[config.mk]
export PLATFORM = sky130hd
export DESIGN_NAME = alu_accumulator
export DESIGN_NICKNAME = d
export VERILOG_FILES = /design/src/rtl/alu_pkg.sv /design/src/rtl/arithmetic_unit.sv /design/src/rtl/alu_accumulator.sv
export SDC_FILE = /design/constraint.sdc
export NUM_CORES = 1
export LEC_CHECK = 0
export ABC_AREA = 1
export CORE_UTILIZATION = 52
export CTS_BUF_LIST = sky130_fd_sc_hd__clkbuf_16
export CTS_CLUSTER_DIAMETER = 50
export DETAILED_ROUTE_END_ITERATION = 8
export PLACE_DENSITY = 0.83
export SKIP_CTS_REPAIR_TIMING = 1
export SLEW_MARGIN = 20
export SYNTH_ARGS = -nofsm -noshare
export SYNTH_HDL_FRONTEND = slang
export SYNTH_SLANG_ARGS = --single-unit
[constraint.sdc]
create_clock -name clk -period 2.36 [get_ports clk]
set_clock_uncertainty 0.2 [all_clocks]
set_input_delay 0.354 -clock clk [delete_from_list [all_inputs] [get_ports clk]]
set_output_delay 0.354 -clock clk [all_outputs]
set_load 0.03 [all_outputs]
[src/rtl/alu_pkg.sv]
// Shared types and constants for the accumulator controller and its 4-bit ALU.
package alu_pkg;

  localparam int DW = 4;

  typedef logic [DW-1:0] data_t;

  typedef enum logic [2:0] {
    OP_LOAD = 3'b000,
    OP_ADD  = 3'b001,
    OP_SUB  = 3'b010,
    OP_OR   = 3'b011,
    OP_AND  = 3'b100,
    OP_MUL  = 3'b101,
    OP_CLR  = 3'b110,
    OP_ILL  = 3'b111
  } op_e;

  localparam logic [1:0] SEL_ADD = 2'b00;
  localparam logic [1:0] SEL_SUB = 2'b01;
  localparam logic [1:0] SEL_OR  = 2'b10;
  localparam logic [1:0] SEL_AND = 2'b11;

  typedef enum logic [2:0] {
    ST_IDLE = 3'd0,
    ST_EXEC = 3'd1,
    ST_MUL  = 3'd2,
    ST_NEG  = 3'd3,
    ST_RESP = 3'd4
  } state_e;

  // Magnitude as an unsigned count; -8 maps to 8, which still fits in DW bits.
  function automatic data_t abs_mag(input data_t b);
    return b[DW-1] ? data_t'(~b + 1'b1) : b;
  endfunction

endpackage

[src/rtl/arithmetic_unit.sv]
// Combinational 4-bit ALU: wrap-around add/sub with signed overflow, bitwise OR/AND.
module arithmetic_unit
  import alu_pkg::*;
(
  input  logic [DW-1:0] a,
  input  logic [DW-1:0] b,
  input  logic [1:0]    sel,
  output logic [DW-1:0] q,
  output logic          ovf
);

  always_comb begin
    q   = '0;
    ovf = 1'b0;
    case (sel)
      SEL_ADD: begin
        q   = a + b;
        ovf = (a[DW-1] == b[DW-1]) && (q[DW-1] != a[DW-1]);
      end
      SEL_SUB: begin
        q   = a - b;
        ovf = (a[DW-1] != b[DW-1]) && (q[DW-1] != a[DW-1]);
      end
      SEL_OR:  q = a | b;
      default: q = a & b;
    endcase
  end

endmodule

[src/rtl/alu_accumulator.sv]
// Command/response accumulator around one arithmetic_unit; MUL runs as repeated adds.
//   state | meaning
//   IDLE  | cmd_ready high, waiting for a command
//   EXEC  | single-step op applied to acc, or MUL set up
//   MUL   | one add of acc into prod per cycle until cnt hits zero
//   NEG   | negate prod for a negative multiplier
//   RESP  | rsp_valid high until rsp_ready
module alu_accumulator
  import alu_pkg::*;
#(
  parameter bit                     MUL_EN  = 1'b1,
  parameter logic signed [DW-1:0]   RST_VAL = 4'sd0
) (
  input  logic          clk,
  input  logic          rst_n,
  input  logic          cmd_valid,
  output logic          cmd_ready,
  input  logic [2:0]    cmd_op,
  input  logic [DW-1:0] cmd_data,
  output logic          rsp_valid,
  input  logic          rsp_ready,
  output logic [DW-1:0] rsp_acc,
  output logic          rsp_ovf,
  output logic          rsp_err,
  output logic          ovf_sticky
);

  state_e        state_q, state_d;
  op_e           op_q, op_d;
  data_t         b_q, b_d;
  data_t         acc_q, acc_d;
  data_t         prod_q, prod_d;
  data_t         cnt_q, cnt_d;
  logic          ovf_early_q, ovf_early_d;
  logic          ovf_last_q, ovf_last_d;
  logic          rsp_ovf_q, rsp_ovf_d;
  logic          rsp_err_q, rsp_err_d;
  logic          sticky_q, sticky_d;

  data_t         alu_a, alu_b, alu_q;
  logic [1:0]    alu_sel;
  logic          alu_ovf;

  arithmetic_unit u_alu (
    .a   (alu_a),
    .b   (alu_b),
    .sel (alu_sel),
    .q   (alu_q),
    .ovf (alu_ovf)
  );

  always_comb begin
    state_d     = state_q;
    op_d        = op_q;
    b_d         = b_q;
    acc_d       = acc_q;
    prod_d      = prod_q;
    cnt_d       = cnt_q;
    ovf_early_d = ovf_early_q;
    ovf_last_d  = ovf_last_q;
    rsp_ovf_d   = rsp_ovf_q;
    rsp_err_d   = rsp_err_q;
    sticky_d    = sticky_q;
    alu_a       = acc_q;
    alu_b       = b_q;
    alu_sel     = SEL_ADD;

    case (state_q)
      ST_IDLE: begin
        if (cmd_valid) begin
          op_d    = op_e'(cmd_op);
          b_d     = cmd_data;
          state_d = ST_EXEC;
        end
      end
      ST_EXEC: begin
        rsp_ovf_d = 1'b0;
        rsp_err_d = 1'b0;
        state_d   = ST_RESP;
        case (op_q)
          OP_LOAD: acc_d = b_q;
          OP_ADD: begin
            alu_sel   = SEL_ADD;
            acc_d     = alu_q;
            rsp_ovf_d = alu_ovf;
          end
          OP_SUB: begin
            alu_sel   = SEL_SUB;
            acc_d     = alu_q;
            rsp_ovf_d = alu_ovf;
          end
          OP_OR: begin
            alu_sel = SEL_OR;
            acc_d   = alu_q;
          end
          OP_AND: begin
            alu_sel = SEL_AND;
            acc_d   = alu_q;
          end
          OP_CLR: begin
            acc_d    = RST_VAL;
            sticky_d = 1'b0;
          end
          OP_MUL: begin
            if (MUL_EN) begin
              prod_d      = '0;
              cnt_d       = abs_mag(b_q);
              ovf_early_d = 1'b0;
              ovf_last_d  = 1'b0;
              state_d     = ST_MUL;
            end else begin
              rsp_err_d = 1'b1;
            end
          end
          default: rsp_err_d = 1'b1;
        endcase
      end
      ST_MUL: begin
        alu_a   = prod_q;
        alu_b   = acc_q;
        alu_sel = SEL_ADD;
        if (cnt_q != '0) begin
          prod_d      = alu_q;
          ovf_early_d = ovf_early_q | ovf_last_q;
          ovf_last_d  = alu_ovf;
          cnt_d       = cnt_q - 4'd1;
        end else if (b_q[DW-1]) begin
          state_d = ST_NEG;
        end else begin
          acc_d     = prod_q;
          rsp_ovf_d = ovf_early_q | ovf_last_q;
          state_d   = ST_RESP;
        end
      end
      ST_NEG: begin
        alu_a   = '0;
        alu_b   = prod_q;
        alu_sel = SEL_SUB;
        acc_d   = alu_q;
        // A partial sum of exactly +8 wraps to -8 on its last add; negating it gives a legal -8.
        rsp_ovf_d = ovf_early_q | (ovf_last_q ? (prod_q != 4'b1000) : alu_ovf);
        state_d   = ST_RESP;
      end
      ST_RESP: begin
        if (rsp_ready) state_d = ST_IDLE;
      end
      default: state_d = ST_IDLE;
    endcase

    if (state_q != ST_RESP && state_d == ST_RESP) sticky_d = sticky_d | rsp_ovf_d;
  end

  always_ff @(posedge clk or negedge rst_n) begin
    if (!rst_n) begin
      state_q     <= ST_IDLE;
      op_q        <= OP_LOAD;
      b_q         <= '0;
      acc_q       <= RST_VAL;
      prod_q      <= '0;
      cnt_q       <= '0;
      ovf_early_q <= 1'b0;
      ovf_last_q  <= 1'b0;
      rsp_ovf_q   <= 1'b0;
      rsp_err_q   <= 1'b0;
      sticky_q    <= 1'b0;
    end else begin
      state_q     <= state_d;
      op_q        <= op_d;
      b_q         <= b_d;
      acc_q       <= acc_d;
      prod_q      <= prod_d;
      cnt_q       <= cnt_d;
      ovf_early_q <= ovf_early_d;
      ovf_last_q  <= ovf_last_d;
      rsp_ovf_q   <= rsp_ovf_d;
      rsp_err_q   <= rsp_err_d;
      sticky_q    <= sticky_d;
    end
  end

  assign cmd_ready  = (state_q == ST_IDLE);
  assign rsp_valid  = (state_q == ST_RESP);
  assign rsp_acc    = acc_q;
  assign rsp_ovf    = rsp_ovf_q;
  assign rsp_err    = rsp_err_q;
  assign ovf_sticky = sticky_q;

endmodule

**Yosys cells after proc, flatten, opt, wreduce, memory -nomap -nowiden**

Cells that the tools add are included.

- Register bits after elaboration: 27
- Latch bits: 0
- RAM bits: 0
- ROM bits: 0
- Input bits: 11
- Logic and storage cells: 97
- Memories kept: 0

- Add/subtract/negate cells: 4
- Multipliers: 0
- Div/mod/pow operators: 0
- Magnitude comparators: 0
- Eq/ne operators: 24
- Shift-type cells: 0
- Multiplexer cells: 37
- Bitwise operators: 6
- Reductions and logical operators: 15

Operators with widths:

| cell | count |
|---|---|
| one-hot mux 4 bit (3 select lines) | 3 |
| one-hot mux 4 bit (2 select lines) | 4 |
| 2-to-1 mux 4 bit | 7 |
| == test 3 bit (second input constant) | 5 |
| 2-to-1 mux 3 bit | 5 |
| one-hot mux 3 bit (5 select lines) | 1 |
| == test 3 x 2 -> 1 bit (second input constant) | 4 |
| 2-to-1 mux 1 bit | 11 |
| != test 2 bit (second input constant) | 4 |
| OR reduction 7 bit | 1 |
| == test 3 x 1 -> 1 bit (second input constant) | 2 |
| logical NOT 3 bit | 2 |
| one-hot mux 1 bit (2 select lines) | 3 |
| one-hot mux 2 bit (3 select lines) | 1 |
| adder 4 x 1 -> 4 bit (second input constant) | 1 |
| adder 4 bit | 1 |
| bitwise AND 4 bit | 1 |
| != test 4 x 2 -> 1 bit (second input constant) | 1 |
| != test 4 bit (second input constant) | 1 |
| NOT 4 bit | 1 |
| OR 4 bit | 1 |
| one-hot mux 2 bit (2 select lines) | 1 |
| AND reduction 4 bit | 1 |
| nonzero test 4 bit | 1 |
| 17 further kinds | 23 |

**Longest topological paths before layout**

Gate-level depths: netlist of the first run.

- Depth in word-level cells: 11
- Gate-level depth with buffers: 21

**Modules after synthesis**

Synthesis of the first run repeated with hierarchy kept, for this count alone.

- Cells, all modules: 308
- Area total of the unflattened synthesis: 2,193.4 µm²

Modules (own cells, without submodules):

| module | instances | cells an instance | area each (µm²) |
|---|---|---|---|
| alu_accumulator | 1 | 236 | 1,732.9 |
| arithmetic_unit | 1 | 72 | 460.4 |

**Worst setup path after synthesis of the first run**

Ideal clock, no wire load.

- Path type: register to register
- From: register state_q[2]
- To: register acc_q[3], in the netlist rsp_acc[3]
- Setup time: 0.077 ns
- Data arrival time: 2.290 ns
- Required time: 2.083 ns
- Path slack: -0.207 ns
- Stages on the path, launching flop included: 20
- Cell sequence: dfrtp_1 inv_1 nand2_2 clkbuf_1 a21oi_1 o21a_1 ha_1 buf_2 inv_1 a21oi_1 nand2_1 nand2_1 nand2_1 inv_1 nand2_1 nand3_2 nand3_1 nand2_1 nand2_1 a21oi_1

- Cells in the longest elaborated chain, start to end: 6
- Elaborated cells between the ends (all ways): 21
- Those cells by class: add/sub: 2; eq/ne: 8; mux: 6; bitwise: 2; reduce/logical: 3

RTL lines:

| what | line | RTL |
|---|---|---|
| start, declared | alu_accumulator.sv:28 | `state_e state_q, state_d;` |
| start signal, assigned | alu_accumulator.sv:167 | `state_q <= state_d;` |
| == test 3 x 2 -> 1 bit / == test 3 x 1 -> 1 bit (equally long branches) | alu_accumulator.sv:68 | `case (state_q)` |
| one-hot mux 4 bit (2 select lines) / one-hot mux 2 bit (2 select lines) (equally long branches) | alu_accumulator.sv:68 |  |
| subtractor 4 bit, or another cell as far along | arithmetic_unit.sv:21 | `q = a - b;` |
| one-hot mux 4 bit (3 select lines) | arithmetic_unit.sv:15 | `case (sel)` |
| one-hot mux 4 bit (3 select lines) | alu_accumulator.sv:80 | `case (op_q)` |
| one-hot mux 4 bit (3 select lines) | alu_accumulator.sv:68 |  |
| end signal, assigned | alu_accumulator.sv:158 | `acc_q <= RST_VAL;` |
| end signal, assigned | alu_accumulator.sv:170 | `acc_q <= acc_d;` |
| end, declared | alu_accumulator.sv:31 | `data_t acc_q, acc_d;` |

Several ways; a longest one is shown, not always the timed one.
A chain may end at the register's enable or synchronous reset.

**Final worst setup path of the first run**

- From: register state_q[1]
- To: register acc_q[2], in the netlist rsp_acc[2]

The elaborated chain is that of the path after synthesis.

==> results of run 1 <==
logic make-up (layout without fill, tap and decap cells):
logic type,count (synthesis),after routing
AOI/OAI and AO/OA,53,53
DFF,27,27
and+or+nand+nor,159,159
adders and majority gates,15,15
buffers and inverters,65,114
xor gates and xnor gates,3,3
synthesized netlist by cell type, drive strengths merged:
library cell / instances
nand2: 65
inv: 59
nor2: 45
nand3: 35
dfrtp: 27
a21oi: 24
o21ai: 18
ha: 13
nor3: 6
o21a: 4
buf: 3
clkbuf: 3
nand4: 3
a31oi: 2
fa: 2
nand3b: 2
o22ai: 2
or2: 2
xnor2: 2
a21boi: 1
a22o: 1
and3: 1
o211ai: 1
xor2: 1
cell type report:
class                           instances  area, um^2  share of cell area
Clock inverter                          1        7.51             0.00256
Inverter                               59         226              0.0771
Clock buffer                            3        75.1              0.0256
Sequential cell                        27         676               0.230
Timing Repair Buffer                   51         452               0.154
Multi-Input combinational cell        230        1440               0.490
Tap cell                               50        62.6              0.0213
worst max-delay path, stage by stage, from the launching register on:
cell     delay (ns)
dfrtp_1        0.40
nand2_4        0.11
nor2_4         0.05
inv_4          0.11
nor2_1         0.06
a21oi_1        0.19
o21a_1         0.26
inv_2          0.10
fa_2           0.38
xnor2_2        0.16
nand2_1        0.08
nand3_2        0.10
nand3_1        0.10
nand2_1        0.07
inv_1          0.04
a21oi_1        0.13
worst paths after layout:
| kind | from | endpoint | slack, ns | depth (start not counted) |
|---|---|---|---|---|
| worst max-delay path | state_q[1] | rsp_acc[2] | -0.26 | 15 |
| worst min-delay path | rst_n | rsp_acc[1] | 0.25 | 2 |
| worst max register to register | state_q[1] | rsp_acc[2] | -0.26 | 15 |
| worst min register to register | rsp_err | rsp_err | 0.33 | 2 |
| max in group asynchronous | rst_n | op_q[0] | 1.44 | 2 |
| min in group clk | rsp_err | rsp_err | 0.33 | 2 |
routing by layer:
| metal | global-route usage | vias to the layer above | wire length, um |
|---|---|---|---|
| li1 | - | 1129 | - |
| met3 | 0.0411 | 16 | 317 |
| met5 | 0 | - | 0 |
| met1 | 0.371 | 1063 | 2590 |
| met4 | 0.120 | 0 | 159 |
| met2 | 0.483 | 81 | 3010 |
state kept, by name, indices dropped and copies added, names as in the netlist:
name and count:
b_q 4, state_q 3, ovf_sticky 1, ovf_last_q 1, rsp_ovf 1, rsp_acc 4, cnt_q 4, ovf_early_q 1
prod_q 4, rsp_err 1, op_q 3
metrics by stage:
| step | worst slack, ns | std cells |
|---|---|---|
| 2_1_floorplan | -0.126 | 322 |
| 3_3_place_gp | -0.137 | 414 |
| 3_5_place_dp | -0.187 | 414 |
| 4_1_cts | -0.219 | 418 |
| 5_1_grt | -0.414 | 421 |
| 6_report | -0.262 | 421 |
==> out/qor.yml, run 1 <==
clk_pin_slew_ns: 0.08
cts_tree: "yes"
final_cell_mix: "nand2_1, inv_1, nor2_1, buf_4, nand3_1"
syn_to_final_growth_pct: 35.7
hold-worst-slack_ns: 0.247
placed_cell_area_mm2: 0.00264
firstDrtPassIters: 4
synth-xor-area-share: 0.0121
clockRootBuffer: "clkbuf_16"
clockBufferDepth: 2
avgViaCountPerCell: 5.44
grt_max_degree: 28
drv_cap: 0
synth.avg_cell_area_um2: 6.72
grt_usage: 0.289
postLayoutCellArea_mm2: 0.00294
fin_util: 0.734
relSlewSlack: 0.701
grt_pass1_vias: 2151
violations: "negative setup slack"
tns_ns: -1.43
synth_compound_area_frac: 0.135
synth-simple-area-share: 0.331
crit_path_start_kind: "flop"
overflow: 0
synth.ff_latch_count: 27
synth_warnings: 0
ant_nets: 0
finalSetupViolCount: 9
synth_adder_area_share: 0.0937
worstSetupEndpointType: "flop"
clk_latency_ns: 0.27
post-route-min-period_ns: 2.62
fp.dieH_um: 66.5
layout_commonest_cell: "nand2_1"
synth.yosys.seq_area_share: 0.312
initial_core_util: 0.541
htreeDepth: 1
outcome: "finished with violations"
cp.required_ns: 2.36
yosysUniqueCellTypes: 33
final_nets: 398
vias: 2289
fmax_mhz: 381
cts.sink_count: 27
ios: 20
rsz0062_at_grt: "yes"
worst_slew_pin_slew_ns: 0.448
hpwl_um: 4500
muxShareOfSynthArea: 0
synth_nets: 348
grt_pass1_wl_um: 9520
chipWidth_um: 66.5
slew_viol_final: 0
core_mm2: 0.00400
worst_slack_ns: -0.262
gp_congestion: 0.937
ys_top_cells_by_area: "dfrtp_1, nand2_1, inv_1, ha_1, nand3_1"
n_fill_cell: 302
die_area_mm2: 0.00442
finalHoldViolCount: 0
cts_buffers: 3
arrival_ns: 2.62
rows: 23
wirelength_um: 6070
timing_worst_setup_path_type: "flop to flop"
fin_crit_sh: 1.11
antenna_cells: 0
synth_top_area_frac: 0.312
synth_top_family_by_area: "simple AND/OR/NAND/NOR gates"
port_buffers: 19
drive_above_1_share: 0.270
wl_per_cell_um: 14.4
synth_area_mm2: 0.00216
drt-initial-drc-count: 127
cp_max_fo: 7
worstHoldPathType: "input port to asynchronous set/reset pin"
yosysTopAreaCell: "dfrtp_1"
post-route-drc-count: 0
synthCells: 322
antenna_found_initial: 0
Power of run 1 is not shown: default switching activity piles up to over one toggle a cycle in this logic, so the estimate is an artifact.
==> run 2, diff against run 1 <==
--- a/config.mk
+++ b/config.mk
@@ -10,7 +10,7 @@
 export CTS_BUF_LIST = sky130_fd_sc_hd__clkbuf_16
 export CTS_CLUSTER_DIAMETER = 50
 export DETAILED_ROUTE_END_ITERATION = 8
-export PLACE_DENSITY = 0.83
+export PLACE_DENSITY_LB_ADDON = 0.25
 export SKIP_CTS_REPAIR_TIMING = 1
 export SLEW_MARGIN = 20
 export SYNTH_ARGS = -nofsm -noshare
==> constraint.sdc (replaced) <==
create_clock -name clk -period 2.36 [get_ports clk]
set_clock_uncertainty 0.2 [all_clocks]
set_input_delay 0.472 -clock clk [delete_from_list [all_inputs] [get_ports clk]]
set_output_delay 0.472 -clock clk [all_outputs]
set_load 0.03 [all_outputs]
==> run 2 against run 1 <==
  * The run still ends with negative setup slack left
  * Setup slack lost 0.020 ns
  * Global-route usage is 0.82 points lower
  * Final area down 1.9%
  * Register-to-register slack worse by 0.02 ns
  * Critical endpoint unchanged
==> out/qor.yml, run 2 (synthesis results as in run 1) <==
outcome: "finished with violations"
violations: "negative setup slack"
fin_crit_sh: 1.12
worstSetupEndpointType: "flop"
reg2reg_from: "state_q[2]"
r2r_slack_ns: -0.28
drv_cap: 0
arrival_ns: 2.65
clockBufferDepth: 2
placedCellCount: 415
crit_path_start_kind: "flop"
final_cell_mix: "nand2_1, inv_1, nor2_1, buf_4, dfrtp_1"
ant_nets: 0
n_fill_cell: 331
cts_tree: "yes"
clk_pin_slew_ns: 0.07
regToRegEndpoint: "rsp_acc[2]"
endpoint: "rsp_acc[2]"
relSlewSlack: 0.703
firstDrtPassIters: 5
rsz0062_at_grt: "yes"
fin_cells: 421
placed_cell_area_mm2: 0.00265
htreeDepth: 1
grt_pass1_vias: 1976
gp_congestion: 0.922
final_nets: 398
grt_usage: 0.281
core_mm2: 0.00400
syn_to_final_growth_pct: 33.2
cp.required_ns: 2.36
fp.dieH_um: 66.5
ff2ff_path_depth: 18
post-route-min-period_ns: 2.64
crit_start: "state_q[2]"
wirelength_um: 5980
clk_latency_ns: 0.27
fin_util: 0.720
chipWidth_um: 66.5
post-route-drc-count: 0
slew_viol_final: 0
avgViaCountPerCell: 5.45
clockRootBuffer: "clkbuf_16"
dp_slack_ns: -0.304
port_buffers: 19
antenna_found_initial: 0
grt_pass1_wl_um: 9120
grt_max_degree: 28
die_area_mm2: 0.00442
initial_core_util: 0.541
cts.sink_count: 27
drt-initial-drc-count: 188
cp_max_fo: 7
fmax_mhz: 379
worstHoldPathType: "flop to flop"
drive_above_1_share: 0.237
finalHoldViolCount: 0
finalSetupViolCount: 9
ios: 20
worst_slew_pin_slew_ns: 0.445
timing_worst_setup_path_type: "flop to flop"
layout_commonest_cell: "nand2_1"
rows: 23
antenna_cells: 0
worst_slack_ns: -0.282
cts_buffers: 3
vias: 2295
overflow: 0
wl_per_cell_um: 14.2
postLayoutCellArea_mm2: 0.00288
hpwl_um: 4480
==> run 2: cell counts in the layout (fill, tap and decap cells not counted) <==
Identical to the previous run, type by type.
==> run 2: worst min path at each step <==
stage                  from  endpoint  slack [ns]  cells after the start
floorplan             rst_n    b_q[0]       -0.02                      0
detailed placement  rsp_err   rsp_err        0.27                      2
CTS                 rsp_err   rsp_err        0.29                      2
global placement    rsp_err   rsp_err        0.27                      2
global route        rsp_err   rsp_err        0.33                      2
finish              rsp_err   rsp_err        0.28                      2
==> run 2: layout make-up <==
class	count	area, um^2	area share
Clock buffer	3	75.1	0.0261
Clock inverter	1	7.51	0.00261
Inverter	59	224	0.0777
Multi-Input combinational cell	230	1390	0.481
Sequential cell	27	676	0.234
Tap cell	50	62.6	0.0217
Timing Repair Buffer	51	452	0.157
==> run 2: stage by stage <==
stage	setup TNS, ns	hold WS [ns]
6_report	-1.30	0.282
5_1_grt	-2.60	0.332
4_1_cts	-1.97	0.289
3_5_place_dp	-1.49	0.272
3_3_place_gp	-0.894	0.269
2_1_floorplan	-0.375	-0.0236
==> run 2: worst max-delay path, cell delays in order (launching register included) <==
cell and delay [ns]:
dfrtp_1 0.40, inv_2 0.07, nand2_4 0.07, nor2_4 0.14, inv_4 0.07, buf_6 0.12
nor2_4 0.10, a21oi_4 0.05, inv_1 0.07, ha_2 0.17, inv_2 0.04, fa_2 0.34
xnor2_1 0.19, nand3_1 0.12, nand3_2 0.12, nand3_2 0.06, nand2_1 0.06, nand2_1 0.06
a21oi_2 0.11
==> run 2: per-layer routing <==
metal,vias up,wire length [um],part of all wire,GRT usage
li1,1125,-,-,-
met1,1056,2690,0.45,0.371
met2,98,2880,0.48,0.471
met3,16,286,0.048,0.0394
met4,0,135,0.023,0.0878
met5,-,0,0,0
Power of run 2 is left out for the same reason.
==> run 3, diff against run 2 <==
--- a/config.mk
+++ b/config.mk
@@ -11,6 +11,7 @@
 export CTS_CLUSTER_DIAMETER = 50
 export DETAILED_ROUTE_END_ITERATION = 8
 export PLACE_DENSITY_LB_ADDON = 0.25
+export RECOVER_POWER = 100
 export SKIP_CTS_REPAIR_TIMING = 1
 export SLEW_MARGIN = 20
 export SYNTH_ARGS = -nofsm -noshare
==> run 3 against run 2 <==
  * Final area fell by 0.17%
  * Fmax up 0.17%
  * Via count down 0.65%
  * Hold slack is essentially flat
  * Flip-flop and latch count unchanged
  * Global-route usage unchanged
  * Largest cell class unchanged
  * Critical path type unchanged
  * The flow still finishes with violations (negative setup slack)
  * Die area stayed put
  * Non-clock buffer count unchanged
  * Highest routed layer unchanged
==> out/qor.yml, run 3 (synthesis results as in run 1) <==
relSlewSlack: 0.527
grt_usage: 0.281
crit_start: "state_q[2]"
vias: 2280
clk_pin_slew_ns: 0.08
fp.dieH_um: 66.5
port_buffers: 19
timing_worst_setup_path_type: "flop to flop"
cts_buffers: 3
post-route-min-period_ns: 2.64
crit_path_start_kind: "flop"
fin_crit_sh: 1.12
slew_viol_final: 0
grt_max_degree: 28
wl_per_cell_um: 14.2
cp_max_fo: 7
critPathBufInv: 5
drive_above_1_share: 0.235
rows: 23
ant_nets: 0
cts_tree: "yes"
drv_cap: 0
postLayoutCellArea_mm2: 0.00288
initial_core_util: 0.541
final_cell_mix: "nand2_1, inv_1, nor2_1, buf_4, dfrtp_1"
outcome: "finished with violations"
worst_slew_pin_slew_ns: 0.709
clockRootBuffer: "clkbuf_16"
arrival_ns: 2.64
ios: 20
hpwl_um: 4480
antenna_found_initial: 0
clockBufferDepth: 2
layout_commonest_cell: "nand2_1"
tns_ns: -1.29
grt_pass1_vias: 1976
placed_cell_area_mm2: 0.00265
chipWidth_um: 66.5
firstDrtPassIters: 5
fmax_mhz: 379
cp_top_family: "simple AND/OR/NAND/NOR gates"
wirelength_um: 5990
finalHoldViolCount: 0
avgViaCountPerCell: 5.42
htreeDepth: 1
post-route-drc-count: 0
cts.sink_count: 27
cp.required_ns: 2.37
fin_util: 0.719
final_nets: 398
cp_cell_sequence: "inv_2 -> nand2_4 -> nor2_4 -> inv_4 -> buf_6 -> nor2_4 -> a21oi_4 -> inv_1 -> ha_2 -> inv_2 -> fa_2 -> xnor2_1 -> nand3_1 -> nand3_2 -> nand3_2 -> nand2_1 -> nand2_1 -> a21oi_2"
rsz0062_at_grt: "yes"
violations: "negative setup slack"
cpMaxStageDelayCell: "dfrtp_1"
finalSetupViolCount: 9
hold_path.startpoint: "rsp_err"
core_mm2: 0.00400
worst_slack_ns: -0.277
gp_congestion: 0.922
grt_pass1_wl_um: 9120
die_area_mm2: 0.00442
reg2reg_from: "state_q[2]"
worstHoldPathType: "flop to flop"
overflow: 0
drt-initial-drc-count: 193
clk_latency_ns: 0.27
worstSetupEndpointType: "flop"
antenna_cells: 0
syn_to_final_growth_pct: 33.0
critPathMaxStageDelay_ns: 0.40
run 3: changes by cell type in the layout (fill, tap and decap cells not counted):
cell / change
dlygate4sd3_1: +1
clkbuf_2: +1
nand2_1: +1
buf_4: -1
nand2_2: -1
clkdlybuf4s50_1: -1
run 3: layout make-up:
cell class,count,area (um^2)
Clock buffer,3,75.1
Clock inverter,1,7.51
Fill cell,333,1120
Inverter,59,224
Multi-Input combinational cell,230,1380
Sequential cell,27,676
Tap cell,50,62.6
Timing Repair Buffer,51,449
run 3: per-stage QoR:
| stage | worst slack [ns] | std cells | hold WS, ns |
|---|---|---|---|
| 6_report | -0.277 | 421 | 0.282 |
| 5_1_grt | -0.415 | 421 | 0.332 |
| 4_1_cts | -0.321 | 419 | 0.289 |
| 3_5_place_dp | -0.304 | 415 | 0.272 |
| 3_3_place_gp | -0.228 | 415 | 0.269 |
| 2_1_floorplan | -0.126 | 322 | -0.0236 |
run 3: worst reg2reg max path, cell delays in order (launching register included):
cell     delay [ns]
dfrtp_1        0.40
inv_2          0.07
nand2_4        0.07
nor2_4         0.14
inv_4          0.07
buf_6          0.12
nor2_4         0.10
a21oi_4        0.05
inv_1          0.07
ha_2           0.17
inv_2          0.04
fa_2           0.34
xnor2_1        0.19
nand3_1        0.12
nand3_2        0.12
nand3_2        0.07
nand2_1        0.06
nand2_1        0.06
a21oi_2        0.12
run 3: final timing paths:
path	endpoint	slack [ns]	cells after the start
min in group asynchronous	prod_q[2]	0.58	2
max	rsp_acc[2]	-0.28	18
max reg2reg	rsp_acc[2]	-0.28	18
max in group asynchronous	state_q[1]	0.92	2
min	rsp_err	0.28	2
min reg2reg	rsp_err	0.28	2
run 3: metal layers:
layer	track usage	wire [um]	share of wire
met1	0.371	2670	0.45
met2	0.471	2920	0.49
met3	0.0394	289	0.048
met4	0.0878	111	0.019
met5	0	0	0
Power of run 3 is left out for the same reason.
